**src/rtl/decode_queue.sv**
```systemverilog
// decode_queue: decode stage between fetch and execute of the MIPS core.
//   A DEPTH-entry circular FIFO buffers {pc, instr} pairs from fetch. The
//   head entry is decoded combinationally into an instruction class,
//   register fields and an extended immediate, and is offered downstream
//   with a valid/ready handshake. A flush discards every buffered entry.
//
// Optional feature: define DECODE_TRAP_EN to stall on an unknown opcode.
//   The head is then held with out_trap=1 until flush or reset.
//   When the macro is undefined, out_trap is tied to 0.
//
// Ports:
//   clk, reset            clock; synchronous active-high reset
//   flush                 drop all entries (redirect)
//   in_valid/in_ready     fetch handshake; in_pc, in_instr carry the entry
//   out_valid/out_ready   execute handshake for the head entry
//   out_pc, out_instr     head entry
//   out_class             0 UNKNOWN 1 RTYPE 2 BRANCH 3 JUMP 4 ALU_IMM 5 LOAD 6 STORE
//   out_rs/rt/rd          instr[25:21] / [20:16] / [15:11]
//   out_imm               extended immediate
//   out_trap              unknown-instruction trap
module decode_queue #(
  parameter int DEPTH    = 4,
  parameter int PC_WIDTH = 32
) (
  input  logic                clk,
  input  logic                reset,
  input  logic                flush,
  input  logic                in_valid,
  output logic                in_ready,
  input  logic [PC_WIDTH-1:0] in_pc,
  input  logic [31:0]         in_instr,
  output logic                out_valid,
  input  logic                out_ready,
  output logic [PC_WIDTH-1:0] out_pc,
  output logic [31:0]         out_instr,
  output logic [2:0]          out_class,
  output logic [4:0]          out_rs,
  output logic [4:0]          out_rt,
  output logic [4:0]          out_rd,
  output logic [31:0]         out_imm,
  output logic                out_trap
);

  localparam int AW = $clog2(DEPTH);
  localparam int CW = AW + 1;
  localparam logic [CW-1:0] FULL_CNT = CW'(DEPTH);

  typedef enum logic [2:0] {
    CLS_UNKNOWN = 3'd0,
    CLS_RTYPE   = 3'd1,
    CLS_BRANCH  = 3'd2,
    CLS_JUMP    = 3'd3,
    CLS_ALU_IMM = 3'd4,
    CLS_LOAD    = 3'd5,
    CLS_STORE   = 3'd6
  } cls_e;

  function automatic cls_e decode_class(input logic [5:0] op);
    cls_e c;
    case (op)
      6'h00:                                     c = CLS_RTYPE;
      6'h04, 6'h05:                              c = CLS_BRANCH;
      6'h02, 6'h03:                              c = CLS_JUMP;
      6'h09, 6'h0A, 6'h0B, 6'h0C, 6'h0D, 6'h0E,
      6'h0F:                                     c = CLS_ALU_IMM;
      6'h23:                                     c = CLS_LOAD;
      6'h2B:                                     c = CLS_STORE;
      default:                                   c = CLS_UNKNOWN;
    endcase
    return c;
  endfunction

  // Logical immediates zero-extend, LUI shifts up, jumps form a word
  // target; everything else is a signed 16-bit offset/immediate.
  function automatic logic [31:0] decode_imm(input logic [31:0] instr);
    logic signed [15:0] simm;
    logic signed [31:0] sext;
    logic [31:0]        imm;
    simm = signed'(instr[15:0]);
    sext = simm;
    case (instr[31:26])
      6'h0C, 6'h0D, 6'h0E: imm = {16'h0000, instr[15:0]};
      6'h0F:               imm = {instr[15:0], 16'h0000};
      6'h02, 6'h03:        imm = {4'h0, instr[25:0], 2'b00};
      default:             imm = unsigned'(sext);
    endcase
    return imm;
  endfunction

  logic [PC_WIDTH-1:0] pc_mem    [DEPTH];
  logic [31:0]         instr_mem [DEPTH];

  logic [AW-1:0] head_q, head_d;
  logic [AW-1:0] tail_q, tail_d;
  logic [CW-1:0] count_q, count_d;
  logic          push, pop;
  cls_e          head_cls;

  // Handshake flags come from the registered count only, so in_ready has
  // no combinational dependence on out_ready.
  assign in_ready  = (count_q != FULL_CNT);
  assign out_valid = (count_q != '0);

  assign out_pc    = pc_mem[head_q];
  assign out_instr = instr_mem[head_q];
  assign head_cls  = decode_class(out_instr[31:26]);
  assign out_class = head_cls;
  assign out_rs    = out_instr[25:21];
  assign out_rt    = out_instr[20:16];
  assign out_rd    = out_instr[15:11];
  assign out_imm   = decode_imm(out_instr);

`ifdef DECODE_TRAP_EN
  // A trapped head stays put until a flush or reset clears the queue.
  assign out_trap = out_valid && (head_cls == CLS_UNKNOWN);
`else
  assign out_trap = 1'b0;
`endif

  assign push = in_valid && in_ready;
  assign pop  = out_valid && out_ready && !out_trap;

  always_comb begin
    head_d  = head_q;
    tail_d  = tail_q;
    count_d = count_q;
    if (flush) begin
      head_d  = '0;
      tail_d  = '0;
      count_d = '0;
    end else begin
      if (push) tail_d = tail_q + AW'(1);
      if (pop)  head_d = head_q + AW'(1);
      case ({push, pop})
        2'b10:   count_d = count_q + CW'(1);
        2'b01:   count_d = count_q - CW'(1);
        default: count_d = count_q;
      endcase
    end
  end

  always_ff @(posedge clk) begin
    if (reset) begin
      head_q  <= '0;
      tail_q  <= '0;
      count_q <= '0;
    end else begin
      head_q  <= head_d;
      tail_q  <= tail_d;
      count_q <= count_d;
    end
  end

  // Entry storage carries no reset; a write during flush lands in a slot
  // that the cleared count already marks as empty.
  always_ff @(posedge clk) begin
    if (push) begin
      pc_mem[tail_q]    <= in_pc;
      instr_mem[tail_q] <= in_instr;
    end
  end

endmodule
```
**config.mk**
```make
export PLATFORM = sky130hd
export DESIGN_NAME = decode_queue
export DESIGN_NICKNAME = d
export VERILOG_FILES = /design/src/rtl/decode_queue.sv
export SDC_FILE = /design/constraint.sdc
export NUM_CORES = 1
export LEC_CHECK = 0
export BUFFER_PORTS_ARGS = -buffer_cell sky130_fd_sc_hd__buf_4
export CAP_MARGIN = 25
export CORE_MARGIN = 2
export CORE_UTILIZATION = 35
export CTS_CLUSTER_SIZE = 20
export DETAILED_ROUTE_END_ITERATION = 8
export PLACE_DENSITY = 0.53
export SLEW_MARGIN = 10
export SYNTH_ARGS = -nofsm -noshare
export SYNTH_HDL_FRONTEND = slang
export SYNTH_SLANG_ARGS = --single-unit
```
**constraint.sdc**
```tcl
create_clock -name clk -period 2.61 [get_ports clk]
set_input_delay 0 -clock clk [delete_from_list [all_inputs] [get_ports clk]]
set_output_delay 0 -clock clk [all_outputs]
set_load 0.03 [all_outputs]
```
==> metrics.cfg, run 1 <==
[status]
status = complete, no violations

[clock_network]
cts_buffers = 28
cts_max_level = 1
tritoncts = done
cts.sinks = 265
cts_root_buf = clkbuf_16
clk_pin_slew_worst_paths_ps = 60
clock_latency_ps = 530
clk_path_buf_depth = 3

[floorplan]
die_w_um = 176
rows = 63
dieArea_um2 = 31000
pin_count = 186
start_util_pct = 35.3
fp.dieH_um = 176
core-area_um2 = 29400

[grt]
grt_max_degree = 40
grt_usage_pct = 15.4
first_global_vias = 6138
antenna_found_initial = 2
overflow = 0
grt_pass1_wl_um = 36100

[routing]
drt_iter0_markers = 307
detail_route.drc_violations = 0
first_pass_iters = 5
vias_per_cell = 4.92
wl_per_cell_um = 20.2
detail-route-antenna-nets = 0
num_vias = 5831
drt_wl_total_um = 24000

[sta]
rsz0062_at_grt = true
hold_viol = 0
final.setup_skew_ps = 8.33
post-route-min-period_ps = 2600
slew_violations = 0
holdWs_ps = 209
fin_crit_sh_pct = 99.6
final-setup-viol-count = 0
fmax_mhz = 385

[logic_synthesis]
synth-seq-area-share_pct = 75.9
yosys_warnings = 0
syn-num-nets = 569
postSynthCellCount = 494
synth-seq-cells = 265
netlist_area_um2 = 10400
synth.avg_cell_area_um2 = 21.0
yosysUniqueCellTypes = 43

[layout]
design_area_um2 = 14200
final_layout_size_suffix_gt1_share_pct = 44.1
fin_nets = 847
final_util_pct = 48.2
fin_cells = 1186
area_growth_syn_to_layout_pct = 36.7

[setup_path]
path_cells = buf_12 -> mux4_2 -> and4bb_2 -> buf_6 -> and2_4 -> o2bb2ai_1 -> buf_4
cp_top_family = simple AND/OR/NAND/NOR gates
slowest_stage = mux4_2
r2r-start = count_q[2]
r2r_slack_ps = 190
r2r-end = count_q[2]
worst-path-max-fanout = 12
cp.required_ps = 2610
cp_num_buf_inv = 3
end_kind = primary output
cpPeakStageDelay_ps = 540
crit_path_start_kind = flop
cp.arrival_ps = 2600
crit_type = flop to primary output
reg2reg_depth = 9

[placement]
io_buffers = 184
finalWeightedCongestion = 0.814
dp_hpwl_um = 15400
placed_area_um2 = 12200
dp.cells = 1049

[pwr]
power.density_nw_per_um2 = 715
total_power_mw = 10.1
peakVddDrop_mv = 0.524
p_leak_nw = 4.93

[min_path]
holdPathEnd = instr_mem[1][4]
holdCritStartpoint = in_instr[4]
hold-path-cell-count = 2
holdCritPathClass = input pin to flop

[job]
drv_cap = 0

[per-layer routing]
layer	vias up	part of all wire, %	track usage (%)
met1	2980	41	19.4
met4	0	1.8	3.75
met2	222	51	27.2
met3	38	6.0	3.01
li1	2591	-	-
met5	-	0	0
[sequential cells by signal, summed over array words and instances (netlist names), named ones only]
signal and flops:
count_q 3, pc_mem 128, head_q 2, instr_mem 128, tail_q 2
[cell usage after synthesis, drive strengths merged]
cell | number | area share, %
fa | 1 | 0.19
o21ai | 5 | 0.24
mux2 | 1 | 0.11
and2 | 5 | 0.30
o221ai | 1 | 0.084
edfxtp | 256 | 74
o211ai | 10 | 0.72
and3b | 1 | 0.084
nand3 | 21 | 1.0
nor2 | 11 | 0.40
xor2 | 3 | 0.25
o22ai | 1 | 0.060
nand2 | 5 | 0.18
inv | 9 | 0.33
dfxtp | 9 | 1.7
a22oi | 1 | 0.12
xnor2 | 2 | 0.17
a22o | 14 | 1.2
nor3b | 1 | 0.18
and3 | 5 | 0.30
o2bb2ai | 3 | 0.25
nor4 | 1 | 0.060
mux4 | 63 | 14
ha | 5 | 0.60
clkbuf | 6 | 0.22
or3 | 2 | 0.12
or3b | 1 | 0.084
a21oi | 6 | 0.29
buf | 34 | 2.1
nand3b | 1 | 0.072
o31a | 1 | 0.084
or2 | 1 | 0.060
nor3 | 2 | 0.097
o21a | 1 | 0.072
mux2i | 1 | 0.097
conb | 1 | 0.036
nor2b | 2 | 0.12
and4bb | 1 | 0.12
[repair_timing]
item | in CTS | in global routing
setup buffers | 11 | 3
endpoints found under the setup margin | 41 | 33
pin swaps | 6 | 3
hold buffers | 69 | 0
resized for setup | 26 | 14
endpoints found under the hold margin | 265 | 0
[area by class of cell]
class	count	area (um2)
fillers	2492	15200
diodes	2	5.00
repair buffers	288	2500
inverters	9	33.8
clock inverters	21	246
multi-input cells	180	2290
flip-flops and latches	265	7880
well taps	390	488
clock buffers	31	733
[cells in the final DEF, fill, tap and decap left out, types with 3 or more instances in the layout]
cell type      count
buf_6             19
dfxtp_1            7
nor2_1            10
buf_4            192
bufinv_16          5
and3_4             4
ha_1               5
clkbuf_16         29
clkinv_1           4
nand3_1           21
clkinvlp_4         4
inv_1              9
o211ai_1          10
o21ai_0            4
xor2_1             3
dlygate4sd3_1     69
buf_12             7
nand2_1            4
a22o_1            14
and2_4             3
mux4_2            63
a21oi_1            6
clkinv_2           5
edfxtp_1         256
[stage by stage]
stage                     TNS, ps  setup slack, ps
after global routing        -2210             -109
after global placement          0              275
final                           0             11.4
after floorplan                 0              194
after CTS                   -22.5            -12.7
after detailed placement        0              161
[logic make-up (layout without fill, tap and decap cells)]
logic type / Yosys count / in the layout / synth area share (%)
xor gates and xnor gates: 5 / 5 / 0.422
other: 1 / 3 / 0.0362
AOI/OAI and AO/OA: 43 / 43 / 3.11
adders and majority gates: 6 / 6 / 0.796
DFF: 265 / 265 / 75.9
muxes: 65 / 65 / 13.9
buffers and inverters: 49 / 349 / 2.68
and+or+nand+nor: 60 / 60 / 3.20
[worst max-delay path by stage]
stage	start	endpoint	slack, ps	depth (start not counted)
3_5_place_dp	count_q[2]	count_q[2]	160	9
3_3_place_gp	count_q[2]	count_q[2]	280	9
6_report	flop	out_imm[30]	10	7
5_1_grt	flop	out_imm[20]	-110	7
2_1_floorplan	flop	out_imm[0]	190	5
4_1_cts	flop	out_imm[9]	-10	7
[where the power goes]
group          switching [mW]  total [mW]  internal, mW
registers              0.0254        4.80          4.78
clock network            1.61        4.14          2.52
logic                   0.681        1.19         0.514
total                    2.32        10.1          7.82
Power figures use the tool's default switching activity.
==> run 2: changes to the inputs <==
--- a/config.mk
+++ b/config.mk
@@ -7,11 +7,13 @@
 export LEC_CHECK = 0
 export BUFFER_PORTS_ARGS = -buffer_cell sky130_fd_sc_hd__buf_4
 export CAP_MARGIN = 25
+export CELL_PAD_IN_SITES_DETAIL_PLACEMENT = 0
+export CELL_PAD_IN_SITES_GLOBAL_PLACEMENT = 2
 export CORE_MARGIN = 2
 export CORE_UTILIZATION = 35
 export CTS_CLUSTER_SIZE = 20
 export DETAILED_ROUTE_END_ITERATION = 8
-export PLACE_DENSITY = 0.53
+export PLACE_DENSITY = 0.68
 export SLEW_MARGIN = 10
 export SYNTH_ARGS = -nofsm -noshare
 export SYNTH_HDL_FRONTEND = slang
==> run 2 against run 1 <==
  * Sequential power is essentially flat
  * First-iteration DRC count shrank 10%
  * Worst hold slack lost 3.6 ps
  * Die area is the same
  * Non-clock buffer count grew 2
  * Sequential share of layout area grew 0.41 points
  * Via count shrank 0.62%
  * Clock skew grew 17 ps
  * Wire length shrank 2.4%
  * Critical path depth is the same
  * Design area shrank 0.73%
  * Global-route usage shrank 0.85 points
  * Critical path type unchanged
  * Largest cell class unchanged
  * Largest power group unchanged
==> metrics.cfg, run 2 (same netlist as run 1, synthesis figures left out) <==
[status]
status = complete, no violations

[clock_network]
cts_buffers = 27  ; -3.6%
tritoncts = done
cts_root_buf = clkbuf_16
clk_pin_slew_worst_paths_ps = 60  ; about the same
clk_path_buf_depth = 3  ; unchanged
cts.sinks = 265  ; unchanged
clock_latency_ps = 530  ; about the same
cts_max_level = 1  ; unchanged

[routing]
vias_per_cell = 4.88  ; -0.70%
num_vias = 5795  ; -0.62%
detail-route-antenna-nets = 0  ; unchanged
detail_route.drc_violations = 0  ; unchanged
drt_iter0_markers = 276  ; -10%
drt_wl_total_um = 23400  ; -2.4%
wl_per_cell_um = 19.7  ; -2.5%
first_pass_iters = 4  ; -1

[min_path]
hold-path-cell-count = 2  ; unchanged
holdPathEnd = pc_mem[2][22]
holdCritStartpoint = in_pc[22]
holdCritPathClass = input pin to flop

[sta]
post-route-min-period_ps = 2570  ; -33.2 ps
relSlewSlack_pct = 62.4
holdWs_ps = 205  ; -3.58 ps
rsz0062_at_grt = true
setup_ws_ps = 44.6  ; +33.2 ps
slew_violations = 0  ; unchanged
final-setup-viol-count = 0  ; unchanged
fin_crit_sh_pct = 98.3  ; -1.3 points
fmax_mhz = 390  ; +1.3%
hold_viol = 0  ; unchanged
final.setup_skew_ps = 25.4  ; +17.0 ps
worst_pin_slew_ps = 565

[floorplan]
fp.dieH_um = 176  ; unchanged
start_util_pct = 35.3  ; unchanged
rows = 63  ; unchanged
pin_count = 186  ; unchanged
core-area_um2 = 29400  ; unchanged
die_w_um = 176  ; unchanged
dieArea_um2 = 31000  ; unchanged

[layout]
final_common_cell = edfxtp_1
area_growth_syn_to_layout_pct = 35.7
final_layout_size_suffix_gt1_share_pct = 43.9  ; -0.18 points
fin_nets = 849  ; +0.24%
multi_input_area_um2 = 2320  ; +1.2%
final_cell_mix = edfxtp_1 (256), buf_4 (192), dlygate4sd3_1 (68)
regArea_um2 = 7880  ; unchanged
final_util_pct = 47.8  ; -0.35 points
fill_cells = 2483  ; -0.36%
top_regs = instr_mem (128), pc_mem (128), count_q (3)

[setup_path]
slowest_stage = mux4_2
r2r_slack_ps = 190  ; about the same
cp_num_buf_inv = 3  ; unchanged
cpPeakStageDelay_ps = 590  ; +50 ps
path_cells = mux4_2 -> nor3b_4 -> buf_12 -> a22oi_2 -> buf_12 -> a22o_1 -> buf_6
worst-path-max-fanout = 14  ; +2
crit_path_start_kind = flop
reg2reg_depth = 9  ; unchanged
cp.arrival_ps = 2570  ; -30 ps
path_common_cell = buf_12
end_kind = primary output
cp_top_family = multiplexers
crit_type = flop to primary output
r2r-start = count_q[2]
r2r-end = count_q[2]
cp.required_ps = 2610  ; about the same

[grt]
first_global_vias = 6042  ; -1.6%
grt_pass1_wl_um = 34400  ; -4.6%
grt_max_degree = 32  ; -20%
antenna_found_initial = 2  ; unchanged
overflow = 0  ; unchanged
grt_usage_pct = 14.5  ; -0.85 points

[job]
drv_cap = 0  ; unchanged

[pwr]
power.density_nw_per_um2 = 681  ; -4.8%
p_leak_nw = 4.88  ; -0.91%
total_power_mw = 9.58  ; -5.5%
peakVddDrop_mv = 0.467  ; -11%

[placement]
finalWeightedCongestion = 0.826  ; +1.5%
dpl_worst_slack_ps = 227  ; +65.5 ps
dp_hpwl_um = 15200  ; -1.7%
io_buffers = 184  ; unchanged

[run 2: layout make-up]
| cell class | instances | share of cell area, % |
|---|---|---|
| Antenna cell | 2 | 0.0356 |
| Clock buffer | 37 | 5.21 |
| Clock inverter | 13 | 0.703 |
| Inverter | 9 | 0.240 |
| Multi-Input combinational cell | 181 | 16.5 |
| Sequential cell | 265 | 56.0 |
| Tap cell | 390 | 3.47 |
| Timing Repair Buffer | 290 | 17.9 |
[run 2: what timing repair did]
item | 4_1_cts | 5_1_grt
hold buffers | 68 | 0
pin swaps | 2 | 3
setup buffers | 10 | 5
gates cloned | 0 | 3
endpoints found under the hold margin | 265 | 0
setup endpoints to repair | 34 | 31
resized for setup | 18 | 27
[run 2: worst max path at each step]
| stage | to | slack [ps] | cells past startpoint |
|---|---|---|---|
| 2_1_floorplan | out_imm[0] | 190 | 5 |
| 3_3_place_gp | count_q[2] | 230 | 9 |
| 3_5_place_dp | count_q[2] | 230 | 9 |
| 4_1_cts | out_imm[15] | -10 | 6 |
| 5_1_grt | out_imm[9] | -40 | 7 |
| 6_report | out_imm[14] | 40 | 7 |
[run 2: metal layers]
metal  routed length, um  vias up  track usage, %
li1                    -     2596               -
met1                9710     2936            18.6
met2               11400      223            24.6
met3                1690       40            3.27
met4                 565        0            4.58
met5                   0        -               0
[run 2: worst reg2reg max path, cell delays in order (launching register included)]
cell and delay (ps):
dfxtp_1 370, or3b_1 460, and2_1 230, inv_1 90, ha_1 190, inv_1 60
fa_1 370, xor2_1 160, or3_1 300, a21oi_1 130
[run 2: report_power, final]
group,total [mW],internal [mW],switching (mW)
combinational,1.20,0.515,0.680
clock,3.58,2.07,1.51
sequential,4.81,4.78,0.0260
total,9.58,7.36,2.22
[run 2: metrics by stage]
step	cell area [um2]	setup TNS [ps]	cells
final	14100	0	1187
after global routing	14100	-297	1185
after global placement	12200	0	1050
after detailed placement	12200	0	1050
after CTS	13900	-31.6	1178
after floorplan	10400	0	494
